File: config.mk
export PLATFORM = sky130hd
export DESIGN_NAME = mmio_mux_pipe
export DESIGN_NICKNAME = d
export VERILOG_FILES = /design/src/rtl/mmio_mux_pipe.sv
export SDC_FILE = /design/constraint.sdc
export NUM_CORES = 1
export LEC_CHECK = 0
export ABC_CLOCK_PERIOD_IN_PS = 3210
export CAP_MARGIN = 20
export CORE_AREA = 2 2 544 546
export CTS_BUF_LIST = sky130_fd_sc_hd__clkbuf_8 sky130_fd_sc_hd__clkbuf_16
export CTS_CLUSTER_SIZE = 20
export DETAILED_ROUTE_END_ITERATION = 16
export DIE_AREA = 0 0 546 548
export HOLD_SLACK_MARGIN = 0.12
export PLACE_DENSITY = 0.32
export REMOVE_ABC_BUFFERS = 1
export SETUP_SLACK_MARGIN = 0.1
export SKIP_LAST_GASP = 1
export SLEW_MARGIN = 20
export SYNTH_ARGS = -nofsm -noshare
export SYNTH_HDL_FRONTEND = slang
export SYNTH_SLANG_ARGS = --single-unit
File: constraint.sdc
create_clock -name clk -period 3.21 [get_ports clk]
set_clock_uncertainty 0.2 [all_clocks]
set_input_delay 0.321 -clock clk [delete_from_list [all_inputs] [get_ports clk]]
set_output_delay 0.321 -clock clk [all_outputs]
set_load 0.005 [all_outputs]
File: src/rtl/mmio_mux_pipe.sv
// mmio_mux_pipe: pipelined MMIO multiplexor with base/mask windows, decode-miss reporting and a saturating error counter
package mmio_mux_pipe_pkg;
  localparam int MAX_W = 4096;
  function automatic logic [MAX_W-1:0] def_base(input int n, input int aw);
    logic [MAX_W-1:0] r;
    r = '0;
    for (int i = 0; i < n; i++) r = r | (MAX_W'(i) << (i * aw + 12));
    return r;
  endfunction
  function automatic logic [MAX_W-1:0] def_mask(input int n, input int aw);
    logic [MAX_W-1:0] r, m;
    r = '0;
    m = ({MAX_W{1'b1}} >> (MAX_W - aw)) & ~MAX_W'(12'hFFF);
    for (int i = 0; i < n; i++) r = r | (m << (i * aw));
    return r;
  endfunction
endpackage

module mmio_mux_pipe #(
  parameter int ADDR_WIDTH = 32,
  parameter int DATA_WIDTH = 64,
  parameter int SLV_NUMBER = 16,
  parameter logic [SLV_NUMBER*ADDR_WIDTH-1:0] SLV_BASE =
    (SLV_NUMBER*ADDR_WIDTH)'(mmio_mux_pipe_pkg::def_base(SLV_NUMBER, ADDR_WIDTH)),
  parameter logic [SLV_NUMBER*ADDR_WIDTH-1:0] SLV_MASK =
    (SLV_NUMBER*ADDR_WIDTH)'(mmio_mux_pipe_pkg::def_mask(SLV_NUMBER, ADDR_WIDTH)),
  parameter int RD_LATENCY = 1,
  parameter int OUT_REG = 1,
  parameter logic [DATA_WIDTH-1:0] MISS_DATA = '0
) (
  input  logic                             clk,
  input  logic                             rst,
  input  logic                             wr_en,
  input  logic [ADDR_WIDTH-1:0]            wr_addr,
  input  logic [DATA_WIDTH-1:0]            wr_data,
  input  logic [DATA_WIDTH/8-1:0]          wr_byteen,
  input  logic                             rd_en,
  input  logic [ADDR_WIDTH-1:0]            rd_addr,
  output logic                             rd_valid,
  output logic [DATA_WIDTH-1:0]            rd_data,
  output logic                             rd_err,
  output logic                             wr_err,
  output logic [15:0]                      err_cnt,
  output logic [SLV_NUMBER-1:0]            slv_wr_en,
  output logic [SLV_NUMBER-1:0]            slv_rd_en,
  output logic [ADDR_WIDTH-1:0]            slv_wr_addr,
  output logic [DATA_WIDTH-1:0]            slv_wr_data,
  output logic [DATA_WIDTH/8-1:0]          slv_wr_byteen,
  output logic [ADDR_WIDTH-1:0]            slv_rd_addr,
  input  logic [SLV_NUMBER*DATA_WIDTH-1:0] slv_rd_data
);
  localparam int IW = SLV_NUMBER > 1 ? $clog2(SLV_NUMBER) : 1;

  logic          wr_hit, rd_hit;
  logic [IW-1:0] wr_idx, rd_idx;

  always_comb begin
    wr_hit = 1'b0;
    wr_idx = '0;
    rd_hit = 1'b0;
    rd_idx = '0;
    for (int i = SLV_NUMBER - 1; i >= 0; i--) begin
      if ((wr_addr & SLV_MASK[i*ADDR_WIDTH +: ADDR_WIDTH]) == SLV_BASE[i*ADDR_WIDTH +: ADDR_WIDTH]) begin
        wr_hit = 1'b1;
        wr_idx = IW'(i);
      end
      if ((rd_addr & SLV_MASK[i*ADDR_WIDTH +: ADDR_WIDTH]) == SLV_BASE[i*ADDR_WIDTH +: ADDR_WIDTH]) begin
        rd_hit = 1'b1;
        rd_idx = IW'(i);
      end
    end
  end

  assign slv_wr_en     = (wr_en && wr_hit) ? SLV_NUMBER'(1) << wr_idx : '0;
  assign slv_rd_en     = (rd_en && rd_hit) ? SLV_NUMBER'(1) << rd_idx : '0;
  assign slv_wr_addr   = wr_addr;
  assign slv_wr_data   = wr_data;
  assign slv_wr_byteen = wr_byteen;
  assign slv_rd_addr   = rd_addr;

  logic [RD_LATENCY-1:0] v_q, h_q;
  logic [IW-1:0]         i_q [RD_LATENCY];

  always_ff @(posedge clk) begin
    if (rst) v_q <= '0;
    else     v_q <= RD_LATENCY'({v_q, rd_en});
  end

  always_ff @(posedge clk) begin
    h_q    <= RD_LATENCY'({h_q, rd_hit});
    i_q[0] <= rd_idx;
    for (int k = 1; k < RD_LATENCY; k++) i_q[k] <= i_q[k-1];
  end

  logic                  last_v, last_h, last_e;
  logic [IW-1:0]         last_i;
  logic [DATA_WIDTH-1:0] last_d;

  assign last_v = v_q[RD_LATENCY-1] & ~rst;
  assign last_h = h_q[RD_LATENCY-1];
  assign last_i = i_q[RD_LATENCY-1];
  assign last_d = last_h ? slv_rd_data[last_i*DATA_WIDTH +: DATA_WIDTH] : MISS_DATA;
  assign last_e = last_v & ~last_h;

  generate
    if (OUT_REG != 0) begin : g_oreg
      logic                  rd_valid_q, rd_err_q;
      logic [DATA_WIDTH-1:0] rd_data_q;
      always_ff @(posedge clk) begin
        if (rst) begin
          rd_valid_q <= 1'b0;
          rd_err_q   <= 1'b0;
          rd_data_q  <= '0;
        end else begin
          rd_valid_q <= last_v;
          rd_err_q   <= last_e;
          if (last_v) rd_data_q <= last_d;
        end
      end
      assign rd_valid = rd_valid_q;
      assign rd_err   = rd_err_q;
      assign rd_data  = rd_data_q;
    end else begin : g_comb
      assign rd_valid = last_v;
      assign rd_err   = last_e;
      assign rd_data  = last_d;
    end
  endgenerate

  logic        wr_err_q;
  logic [15:0] err_cnt_q, err_cnt_d;
  logic [16:0] cnt_sum;

  always_comb begin
    cnt_sum   = {1'b0, err_cnt_q} + 17'(rd_err) + 17'(wr_err);
    err_cnt_d = cnt_sum[16] ? 16'hFFFF : cnt_sum[15:0];
  end

  always_ff @(posedge clk) begin
    if (rst) begin
      wr_err_q  <= 1'b0;
      err_cnt_q <= '0;
    end else begin
      wr_err_q  <= wr_en & ~wr_hit;
      err_cnt_q <= err_cnt_d;
    end
  end

  assign wr_err  = wr_err_q;
  assign err_cnt = err_cnt_q;
endmodule

==> metrics.cfg, run 1 <==
[floorplan]
dieWidth_um=546
fp.dieArea_sq_mm=0.299
start_util_pct=4.21
die_y_um=548
rows=199
io_pins=1415
core_area_sq_mm=0.293

[grt]
antenna_found_initial=452
grt_pass1_wl_um=282000
grt_max_degree=41
groute.usage.overall_pct=15.7
grt_pass1_vias=16600
overflow=0

[cells_and_area]
nets=3321
drive_above_1_share_pct=18.8
fill_cells=33800
syn2layout_area_growth_pct=140

[power_and_ir_drop]
power_mw=4.89
combinationalPowerShare_pct=42.8
pwr-share-clk_pct=34.5
power_leakage_nw=9.00
p_per_area_mw_per_mm2=165
p_int_mw=3.27
irDropWorstVdd_mv=0.299
p_sw_mw=1.62
p_sw_share_pct=33.2
power_frac_seq_pct=22.7

[place]
portBuffers=1222
pre_cts_ws_ns=-0.150
post-dp-hpwl_um=223000
gp_congestion=0.953

[sta]
fin_crit_ns=3.05
setup_ws_ns=0.161
finalCritPeriodShare_pct=95.0
hold_viol_final=0
worst_slew_pin_slew_ns=0.624
finalSetupTns_ns=0
slew-limit-headroom_pct=58.0
drv_slew=0
rsz0062_at_grt=true
finalSetupViolCount=0
fmax_mhz=328

[yosys]
synthCells=1048
avgSynthCellArea_sq_um=11.8
ys_async_sr_fraction_pct=0
ys_seq_elements=89
synthTopCellsByArea=mux4_2, dfxtp_1, mux2i_1
ys.flop_type=dfxtp_1
yosys_warnings=0
synth_edf_count=0
synth.distinct_cells=44
netlist.area_leader.share_pct=46.4
yosys.area.top_type=mux4_2
seq_area_frac_synth_pct=14.5
syn_area_sq_mm=0.0123

[cts]
cts_tree=done
clk_latency_ns=0.47
cts_buffer_depth=2
cts-root-buf=clkbuf_16
clk_pin_slew_ns=0.10
cts_made_buffers=9
h-tree-depth=3
clock_sinks=89
hold_buffers=0

[drt]
route.detailed.drc=0
drt-total-wl_um=242000
drt_iter0_drc=1314
ant_nets=0
via_count=17500
wl_per_cell_um=39.4
vias_per_cell=2.84
dr.pass1.iters=5

[worst_hold_path]
min_path_type=in -> reg

[worst_setup_path]
cp.required_ns=2.69
arrival_ns=2.53
endpoint_kind=output pin
critPathKind=in -> out
crit_fanout=4
startpoint_type=input port

[status]
status=finished clean

[job]
cap_violations=0

state kept, by name, indices dropped and copies added, names as in the netlist:
| name | count |
|---|---|
| rd_valid | 1 |
| v_q | 1 |
| i_q | 4 |
| rd_data | 64 |
| wr_err | 1 |
| rd_err | 1 |
| h_q | 1 |
| err_cnt | 16 |
layout make-up:
type | instances | area [sq um] | area share (%)
clock inverters | 7 | 104 | 0.351
well taps | 3919 | 4900 | 16.6
clock buffers | 9 | 225 | 0.760
multi-input cells | 716 | 9010 | 30.4
repair buffers | 1328 | 13400 | 45.1
inverters | 11 | 41.3 | 0.139
diodes | 75 | 188 | 0.634
flip-flops and latches | 89 | 1790 | 6.05
worst max-delay path, stage by stage:
cell	delay [ns]
clkdlybuf4s50_1	0.49
nor4_1	0.31
and3_4	0.26
nor4bb_2	0.26
buf_4	0.18
nor2b_2	0.18
clkdlybuf4s50_1	0.52
cells in the final DEF (no fill, tap or decap), types with 3 or more instances in the layout:
master           netlist  routed
clkdlybuf4s50_1        0    1206
mux4_2               254     254
nor2_1               143     142
mux2i_1              129     129
dfxtp_1               89      86
buf_4                137      86
diode_2                0      75
a211o_1               63      63
buf_12                 0      26
a21oi_1               14      14
nor3_1                13      12
inv_1                 11      11
and3_1                11      10
nand2_1                9       9
clkbuf_16              0       9
nand3_1               10       8
nor2b_1                8       7
nor4_2                 0       6
dlymetal6s2s_1         0       6
nor4_1                12       5
xnor2_1                5       5
nand2b_1               4       4
nand4_1                4       4
and2_1                 3       3
nand4b_1               3       3
a31oi_1                3       3
inv_6                  0       3
dfxtp_4                0       3
worst paths after layout:
| check | slack, ns | end | start | cells past startpoint |
|---|---|---|---|---|
| min reg2reg | 0.28 | rd_data[63] | rd_data[63] | 1 |
| max | 0.16 | slv_wr_en[2] | wr_addr[24] | 7 |
| min | 0.20 | i_q[0][2] | rd_addr[31] | 5 |
| max reg2reg | 0.43 | err_cnt[14] | rd_err | 8 |
stage by stage:
| stage | hold WS, ns | util (%) | instances | instance area (sq um) |
|---|---|---|---|---|
| after detailed placement | 0.249 | 9.88 | 6058 | 29000 |
| final | 0.197 | 10.1 | 6154 | 29600 |
| after floorplan | 0.190 | - | 816 | 10700 |
| after global routing | 0.146 | 10.1 | 6106 | 29500 |
| after CTS | 0.201 | 10.0 | 6075 | 29300 |
| after global placement | 0.244 | 9.88 | 6058 | 29000 |
timing repair:
item	in CTS	in global routing
gates cloned	0	0
resized for setup	7	17
buffers inserted	1	4
setup endpoints to repair	24	16
pin swaps	4	6
cells by family after synthesis:
kind of cell | after synthesis | synth area share, %
mux | 385 | 57.1
compound gates | 89 | 5.67
xor+xnor | 7 | 0.497
flops | 89 | 14.5
simple gates | 233 | 8.78
buf+inv | 243 | 13.3
fa+ha+maj | 2 | 0.264
power by group through the flow:
stage,sequential (mW),combinational [mW],clock [mW]
4_1_cts,1.11,2.12,1.85
6_report,1.11,2.09,1.69
5_1_grt,1.11,2.18,1.84
3_3_place_gp,1.14,2.10,0
2_1_floorplan,1.14,0.317,0
3_5_place_dp,1.14,2.10,0
Yosys cell counts, types with 2 or more instances:
cell type / n
a211o_1: 63
a21o_1: 2
a21oi_1: 14
a31oi_1: 3
and2_1: 3
and3_1: 11
and3b_1: 2
buf_1: 14
buf_2: 17
buf_4: 137
buf_6: 25
clkbuf_1: 39
dfxtp_1: 89
inv_1: 11
mux2_2: 2
mux2i_1: 129
mux4_2: 254
nand2_1: 9
nand2b_1: 4
nand3_1: 10
nand4_1: 4
nand4b_1: 3
nor2_1: 143
nor2b_1: 8
nor3_1: 13
nor3b_1: 2
nor4_1: 12
nor4bb_1: 2
o21ai_0: 2
o22ai_1: 2
xnor2_1: 5
xor2_1: 2
per-layer routing:
metal  global-route usage [%]  routed length, um  share of wire [%]
met5                    0.918               1680               0.69
met2                     23.4              99300                 41
met1                     18.5              96400                 40
met4                     2.97               7290                3.0
met3                     10.5              37700                 16
No activity file was read; power rests on OpenSTA's default activity.
==> inputs of run 2 (changes only) <==
- CELL_PAD_IN_SITES_DETAIL_PLACEMENT: not set -> 1
- CELL_PAD_IN_SITES_GLOBAL_PLACEMENT: not set -> 1
- CORE_AREA: 2 2 544 546 -> 2 2 553 555
- DIE_AREA: 0 0 546 548 -> 0 0 555 557
- PLACE_DENSITY: 0.32 -> 0.37
==> run 2 against run 1 <==
Power decreased by 0.14%. Utilization decreased by 0.31 points. Flip-flop and latch count is the same. Die area is 3.3% higher. Clock power decreased by 3%. Critical path depth is the same. First-iteration DRC count grew 11%. Maximum frequency is 0.27% lower. Wire length decreased by 1.6%. Hold slack better by 0.022 ns. Cell count increased by 1.7%. Via count increased by 0.93%. Highest routed layer unchanged.
==> metrics.cfg, run 2 (same netlist as run 1, synthesis figures left out) <==
[worst_setup_path]
crit_chain=clkdlybuf4s50_1 > nor4_2 > and2_1 > nor4bb_2 > buf_4 > nor2b_2 > clkdlybuf4s50_1
startpoint_type=input port
slowest_delay_ns=0.51
crit_fanout=4
path_common_cell=clkdlybuf4s50_1
cp.required_ns=2.69
endpoint_kind=output pin
regToRegSetupSlack_ns=0.41
arrival_ns=2.54
slowest_stage=clkdlybuf4s50_1
critPathKind=in -> out

[cells_and_area]
layout_common_cells=clkdlybuf4s50_1, mux4_2, nor2_1
nets=3324
fill_cells=35600
fin_util_pct=9.80
layout_commonest_cell=clkdlybuf4s50_1
largest_reg_flops=64
finish.instance_area_sq_mm=0.0298
final_cells=6260
drive_above_1_share_pct=18.6
syn2layout_area_growth_pct=142

[sta]
worst_slew_pin_slew_ns=0.806
fmax_mhz=327
finalSetupViolCount=0
fin_crit_ns=3.06
rsz0062_at_grt=false
finalCritPeriodShare_pct=95.2
hold_viol_final=0
drv_slew=0
finalSetupTns_ns=0
slew-limit-headroom_pct=46.3

[drt]
via_count=17600
wl_per_cell_um=38.1
ant_nets=0
dr.pass1.iters=5
drt_iter0_drc=1465
drt-total-wl_um=239000
vias_per_cell=2.82
route.detailed.drc=0

[place]
post-dp-hpwl_um=218000
placed_area_sq_mm=0.0290
placed_cells=6137
portBuffers=1222
gp_congestion=0.995

[floorplan]
start_util_pct=4.05
core_area_sq_mm=0.304
fp.dieArea_sq_mm=0.309
io_pins=1415
dieWidth_um=555
die_y_um=557
rows=203

[cts]
cts_tree=done
clk_latency_ns=0.55
clock_sinks=89
clk_pin_slew_ns=0.07
hold_buffers=0
cts_made_buffers=13
h-tree-depth=3
cts_buffer_depth=3
cts-root-buf=clkbuf_16

[worst_hold_path]
min_path_type=in -> reg

[power_and_ir_drop]
power_leakage_nw=9.06
irDropWorstVdd_mv=0.214
p_per_area_mw_per_mm2=164

[status]
status=finished clean

[grt]
overflow=0
antenna_found_initial=391
grt_pass1_vias=17100
grt_pass1_wl_um=277000
grt_max_degree=65
groute.usage.overall_pct=14.9

[job]
cap_violations=0

## run 2: area by class of cell
type	count	area [sq um]	share of cell area (%)
Timing Repair Buffer	1327	13300	44.6
Multi-Input combinational cell	716	9050	30.4
Tap cell	3997	5000	16.8
Sequential cell	89	1790	6.02
Clock buffer	15	364	1.22
Antenna cell	104	260	0.873
Inverter	11	41.3	0.139
Clock inverter	1	7.51	0.0252
## run 2: path summary, 6_finish.rpt
path                    start      endpoint  cells after the start
setup / recovery  wr_addr[26]  slv_wr_en[2]                      7
hold / removal          rd_en           v_q                      2
setup reg to reg    i_q[0][1]   rd_data[33]                      7
hold reg to reg   rd_data[27]   rd_data[27]                      1
## run 2: per-stage QoR
| step | hold slack (ns) | power, mW | setup WS [ns] |
|---|---|---|---|
| 6_report | 0.219 | 4.89 | 0.153 |
| 5_1_grt | 0.190 | 5.13 | 0.0338 |
| 2_1_floorplan | 0.190 | 1.45 | -8.74 |
| 3_5_place_dp | 0.253 | 3.27 | -0.301 |
| 4_1_cts | 0.155 | 5.09 | 0.0694 |
| 3_3_place_gp | 0.245 | 3.27 | -0.326 |
## run 2: where the power goes
| part | total (mW) | switching, mW | internal, mW |
|---|---|---|---|
| clock | 1.64 | 0.838 | 0.807 |
| combinational | 2.13 | 0.680 | 1.45 |
| sequential | 1.11 | 0.00368 | 1.11 |
| total | 4.89 | 1.52 | 3.36 |
## run 2: per-layer routing
layer	global-route usage (%)	part of all wire [%]	vias to the layer above
met1	16.9	39	8495
li1	-	-	6437
met5	2.13	0.90	-
met3	11.1	17	601
met4	2.74	2.5	178
met2	22.0	41	1934
## run 2: what timing repair did
item / CTS / global route
buffers inserted: 1 / 2
cloned: 0 / 0
resized for setup: 27 / 17
endpoints found under the setup margin: 25 / 18
pin swaps: 4 / 2
## run 2: worst max-delay path, delay by kind of cell
kind | cells | cell delay (ns)
and+or+nand+nor | 4 | 1.01
buffers and inverters | 3 | 1.19
==> RTL edit 1: new RTL, flow settings as in run 1 <==
Change the parameter `OUT_REG` from 1 to 0.
--- a/src/rtl/mmio_mux_pipe.sv
+++ b/src/rtl/mmio_mux_pipe.sv
@@ -25,7 +25,7 @@
   parameter logic [SLV_NUMBER*ADDR_WIDTH-1:0] SLV_MASK =
     (SLV_NUMBER*ADDR_WIDTH)'(mmio_mux_pipe_pkg::def_mask(SLV_NUMBER, ADDR_WIDTH)),
   parameter int RD_LATENCY = 1,
-  parameter int OUT_REG = 1,
+  parameter int OUT_REG = 0,
   parameter logic [DATA_WIDTH-1:0] MISS_DATA = '0
 ) (
   input  logic                             clk,
Formal check against the unedited RTL: not equivalent (Yosys sat finds a counterexample within 4 cycles, from zero or initial values and one cycle with rst high).
==> RTL edit 1 against run 1 <==
The flow now finishes with violations (setup timing); area after synthesis is 14% lower; power decreased by 43%; register-to-register slack better by 0.14 ns; combinational power up 4%; sequential share of layout area fell by 4.5 points; worst hold slack better by 0.16 ns; routed wire length down 9.1%; critical endpoint is now rd_data[44]; sequential cell count fell by 66; setup slack worse by 0.20 ns; final area about the same.
==> RTL edit 1: results (changes against run 1) <==
| Metric | Value |
|---|---|
| Multiplexer area fraction after synthesis | 0.617 (+0.0462) |
| Largest net degree at the start of global routing | 31 (-24%) |
| Actual slew at the worst max-slew pin | 0.686 ns (+0.0612 ns) |
| TritonCTS Buffers | 3 (-6) |
| Peak supply drop | 0.171 mV (-43%) |
| Met3 GRT Util | 0.0940 (-0.0113) |
| Nets@finish | 3374 (+1.6%) |
| Seq pwr share | 0.104 (-0.123) |
| Main area contributors after synthesis | mux4_2 44%, mux2i_1 12%, buf_4 11%, mux2_2 6.4%, dfxtp_1 4.4% |
| FILL cells | 33900 (+0.37%) |
| Switching Share | 0.305 (-0.0266) |
| Vias per cell | 2.65 (-6.8%) |
| GRT Total Usage | 0.140 (-0.0162) |
| R2R depth | 9 (+1) |
| R2R Setup Slk | 0.57 ns (+0.14 ns) |
| CTS-repair resized insts | 148 (+141) |
| Crit Path Max Fanout | 11 (+7) |
| Share of cells above drive strength 1 | 0.280 (+0.0921) |
| Hold EP | err_cnt[14]$_SDFF_PP0_ |
| Adder-Cell Fraction of Synth Area | 0.00308 (+0.000443) |
| Met3 WL | 33800 µm (-10%) |
| Slowest-stage cell, CP | mux4_2 |
| Setup Fix Bufs, Post-CTS | 47 (+46) |
| First-pass GRT wire length | 257000 µm (-8.8%) |
| Initial antenna violation count | 311 (-31%) |
| Xor/xnor cell area share of the yosys netlist | 0.00747 (+0.00249) |
| Number of global-route vias before repair | 16400 (-1.2%) |
| Critical R2R Capture | err_cnt[13]$_SDFF_PP0_ |
| Clock H-tree levels | 1 (-2) |
| Clk_lat worst skew | 0.27 ns (-0.20 ns) |
| Dpl hpwl | 203000 µm (-9.2%) |
| Clock transition at path regs | 0.08 ns (-0.02 ns) |
| Combinational power | 0.00218 W (+4%) |
| HP Start | err_cnt[14]$_SDFF_PP0_ |
| Setup violations, final | 2 (+2) |
| Synth Area in Compound Gates | 0.0965 (+0.0398) |
| Ys flop type | dfxtp_1 |
| Min-delay worst type | reg -> reg |
| Violated checks | setup timing |
| GPL Wtd Cong | 0.994 (+4.3%) |
| Lkg Pwr | 9.19 nW (+2.2%) |
| Root buffer cell | clkbuf_16 |
| Netlist cell types | 45 (+2.3%) |
| Top sig layer | met5 |
| Status | finished with violations |
| Number of flip-flops in the largest register | 16 (-75%) |
| Pre-CTS setup slack | -1.11 ns (-0.958 ns) |
| Met1 Usage GRT | 0.148 (-0.0364) |
| Yosys Warn Count | 0 (unchanged) |
| M1 WL | 78300 µm (-19%) |
| Sequential share of the synthesized area | 0.0436 (-0.101) |
| WHS Path Cells | 2 (-3) |
| Met2 Usage GRT | 0.231 (-0.00287) |
| Fin worst setup slack | -0.0374 ns (-0.199 ns) |
| Total detailed-routing wirelength | 220000 µm (-9.1%) |
| Drt initial violations | 1079 (-18%) |
| Max incr delay on CP | 0.55 ns (+0.03 ns) |
==> RTL edit 1: logic make-up after synthesis <==
| kind of cell | after synthesis |
|---|---|
| multiplexers | 388 |
| buffers and inverters | 245 |
| AO/OA/AOI/OAI | 147 |
| AND/OR/NAND/NOR | 147 |
| flip-flops | 23 |
| XOR/XNOR | 9 |
| adder cells (fa/ha/maj) | 2 |
==> RTL edit 1: per-stage QoR <==
stage | hold slack [ns] | setup TNS [ns] | cells | area (µm²) | power, W
after CTS | 0.355 | -0.866 | 6079 | 28800 | 0.00285
after floorplan | 0.190 | -432.98 | 728 | 8970 | 0.000604
after global placement | 0.370 | -13.53 | 6022 | 27600 | 0.00248
after global routing | 0.384 | -0.565 | 6164 | 29500 | 0.00292
final | 0.356 | -0.0378 | 6217 | 29600 | 0.00278
after detailed placement | 0.344 | -13.23 | 6022 | 27600 | 0.00248
==> RTL edit 1: area by class of cell <==
cell class / count / area [µm²] / area share
diodes: 91 / 228 / 0.00768
clock buffers: 3 / 75.1 / 0.00253
clock inverters: 1 / 6.26 / 0.000211
inverters: 12 / 45.0 / 0.00152
multi-input cells: 693 / 8910 / 0.301
flip-flops and latches: 23 / 472 / 0.0159
well taps: 3919 / 4900 / 0.165
repair buffers: 1475 / 15000 / 0.506
==> RTL edit 1: worst max-delay path by stage <==
stage,to,slack (ns),from,depth (start not counted)
6_report,rd_data[44],-0.04,i_q[0][0]$_DFF_P_,7
5_1_grt,rd_data[44],-0.10,i_q[0][0]$_DFF_P_,7
4_1_cts,rd_data[44],-0.11,i_q[0][0]$_DFF_P_,7
3_5_place_dp,slv_rd_en[15],-1.11,rd_addr[30],9
3_3_place_gp,slv_rd_en[13],-1.15,rd_addr[30],9
2_1_floorplan,rd_data[62],-7.71,i_q[0][0]$_DFF_P_,3
==> RTL edit 2: new RTL, config.mk and constraints of run 1 <==
Made on the original files. Add an input register stage for `rd_addr`; this delays it by one clock. The other inputs are not delayed to match.
--- a/src/rtl/mmio_mux_pipe.sv
+++ b/src/rtl/mmio_mux_pipe.sv
@@ -51,6 +51,12 @@
 );
   localparam int IW = SLV_NUMBER > 1 ? $clog2(SLV_NUMBER) : 1;
 
+  logic [ADDR_WIDTH-1:0] rd_addr_q;
+
+  always_ff @(posedge clk) begin
+    rd_addr_q <= rd_addr;
+  end
+
   logic          wr_hit, rd_hit;
   logic [IW-1:0] wr_idx, rd_idx;
 
@@ -64,7 +70,7 @@
         wr_hit = 1'b1;
         wr_idx = IW'(i);
       end
-      if ((rd_addr & SLV_MASK[i*ADDR_WIDTH +: ADDR_WIDTH]) == SLV_BASE[i*ADDR_WIDTH +: ADDR_WIDTH]) begin
+      if ((rd_addr_q & SLV_MASK[i*ADDR_WIDTH +: ADDR_WIDTH]) == SLV_BASE[i*ADDR_WIDTH +: ADDR_WIDTH]) begin
         rd_hit = 1'b1;
         rd_idx = IW'(i);
       end
@@ -76,7 +82,7 @@
   assign slv_wr_addr   = wr_addr;
   assign slv_wr_data   = wr_data;
   assign slv_wr_byteen = wr_byteen;
-  assign slv_rd_addr   = rd_addr;
+  assign slv_rd_addr   = rd_addr_q;
 
   logic [RD_LATENCY-1:0] v_q, h_q;
   logic [IW-1:0]         i_q [RD_LATENCY];
Formal check against the unedited RTL: not equivalent (a bounded check fails within 4 cycles, from zero or initial values and one cycle with rst high).
==> RTL edit 2 against run 1 <==
Combinational power up 2%; setup slack better by 0.073 ns; critical path type unchanged; routed wire length is 4.2% lower; largest power group is now clock; sequential share of layout area increased by 1.8 points; power is 31% higher; area after synthesis up 2.9%; die area did not move; first-iteration DRC count is 15% lower; sequential power rose by 40%; final area up 4.5%; sequential cell count grew 32; largest cell class unchanged; core utilization grew 0.45 points.
==> RTL edit 2: results (changes against run 1) <==
| Metric | Value |
|---|---|
| Status | completed |
| GPL Wtd Cong | 0.878 (-7.8%) |
| Pre-CTS setup slack | 0.173 ns (+0.323 ns) |
| DR WL/cell | 36.8 µm (-6.6%) |
| Clock Tree Buf Depth | 3 (+1) |
| Clk_lat worst skew | 0.59 ns (+0.12 ns) |
| Worst setup path start | wr_addr[26] |
| CP delay by family, top | simple AND/OR/NAND/NOR gates |
| Post-DP Area | 29700 µm² (+2.5%) |
| Met2 wire length | 98400 µm (-0.91%) |
| R2R Setup Slk | 0.45 ns (+0.02 ns) |
| Met1 Usage GRT | 0.169 (-0.0157) |
| Clock H-tree levels | 4 (+1) |
| Min-delay worst type | reg -> reg |
| Nets@finish | 3477 (+4.7%) |
| Sequential share of the synthesized area | 0.191 (+0.0464) |
| Dpl cells | 6171 (+1.9%) |
| Dpl hpwl | 210000 µm (-5.9%) |
| Lkg Pwr | 8.96 nW (-0.37%) |
| Cts hold-fix bufs | 32 (+32) |
| P_clk | 0.00273 W (+62%) |
| Main area contributors after synthesis | mux4_2 34%, dfxtp_1 19%, mux2i_1 15%, buf_4 6.9%, a221oi_1 4.3% |
| Synth top cells by count | 195 x mux2i_1, 189 x mux4_2, 121 x dfxtp_1, 116 x buf_4, 72 x nand2_1 |
| Pint | 0.00450 W (+38%) |
| WP data arrival | 2.45 ns (-0.08 ns) |
| Worst hold slack | 0.288 ns (+0.0906 ns) |
| Logic pwr share | 0.333 (-0.095) |
| Crit Path Max Fanout | 6 (+2) |
| Total detailed-routing wirelength | 232000 µm (-4.2%) |
| Met3 WL | 38100 µm (+1.1%) |
| CTS-repair resized insts | 12 (+5) |
| Worst Setup EP | slv_wr_en[9] |
| Share of cells above drive strength 1 | 0.153 (-0.0350) |
| Hold EP | rd_data[3]$_SDFFE_PP0P_ |
| FILL cells | 33800 (-0.056%) |
| Number of global-route vias before repair | 17600 (+6.4%) |
| Peak supply drop | 0.274 mV (-8.4%) |
[RTL edit 2: changes by cell type after synthesis, moves of 64 or more]
cell      delta
o211ai_1    +64
nor2_1     -125
mux2i_1     +66
mux4_2      -65
[RTL edit 2: final cells by class]
cell class | count | area, µm² | share of cell area
Timing Repair Buffer | 1376 | 13800 | 0.447
Tap cell | 3919 | 4900 | 0.158
Antenna cell | 70 | 175 | 0.00566
Clock buffer | 24 | 567 | 0.0183
Sequential cell | 121 | 2430 | 0.0786
Multi-Input combinational cell | 782 | 8860 | 0.286
Clock inverter | 9 | 129 | 0.00416
Inverter | 9 | 33.8 | 0.00109
[RTL edit 2: cell families after synthesis]
logic type,after synthesis,share of synthesized area
xor+xnor,9,0.00621
simple gates,167,0.0711
fa+ha+maj,2,0.00256
mux,384,0.489
compound gates,220,0.121
flops,121,0.191
buf+inv,225,0.119
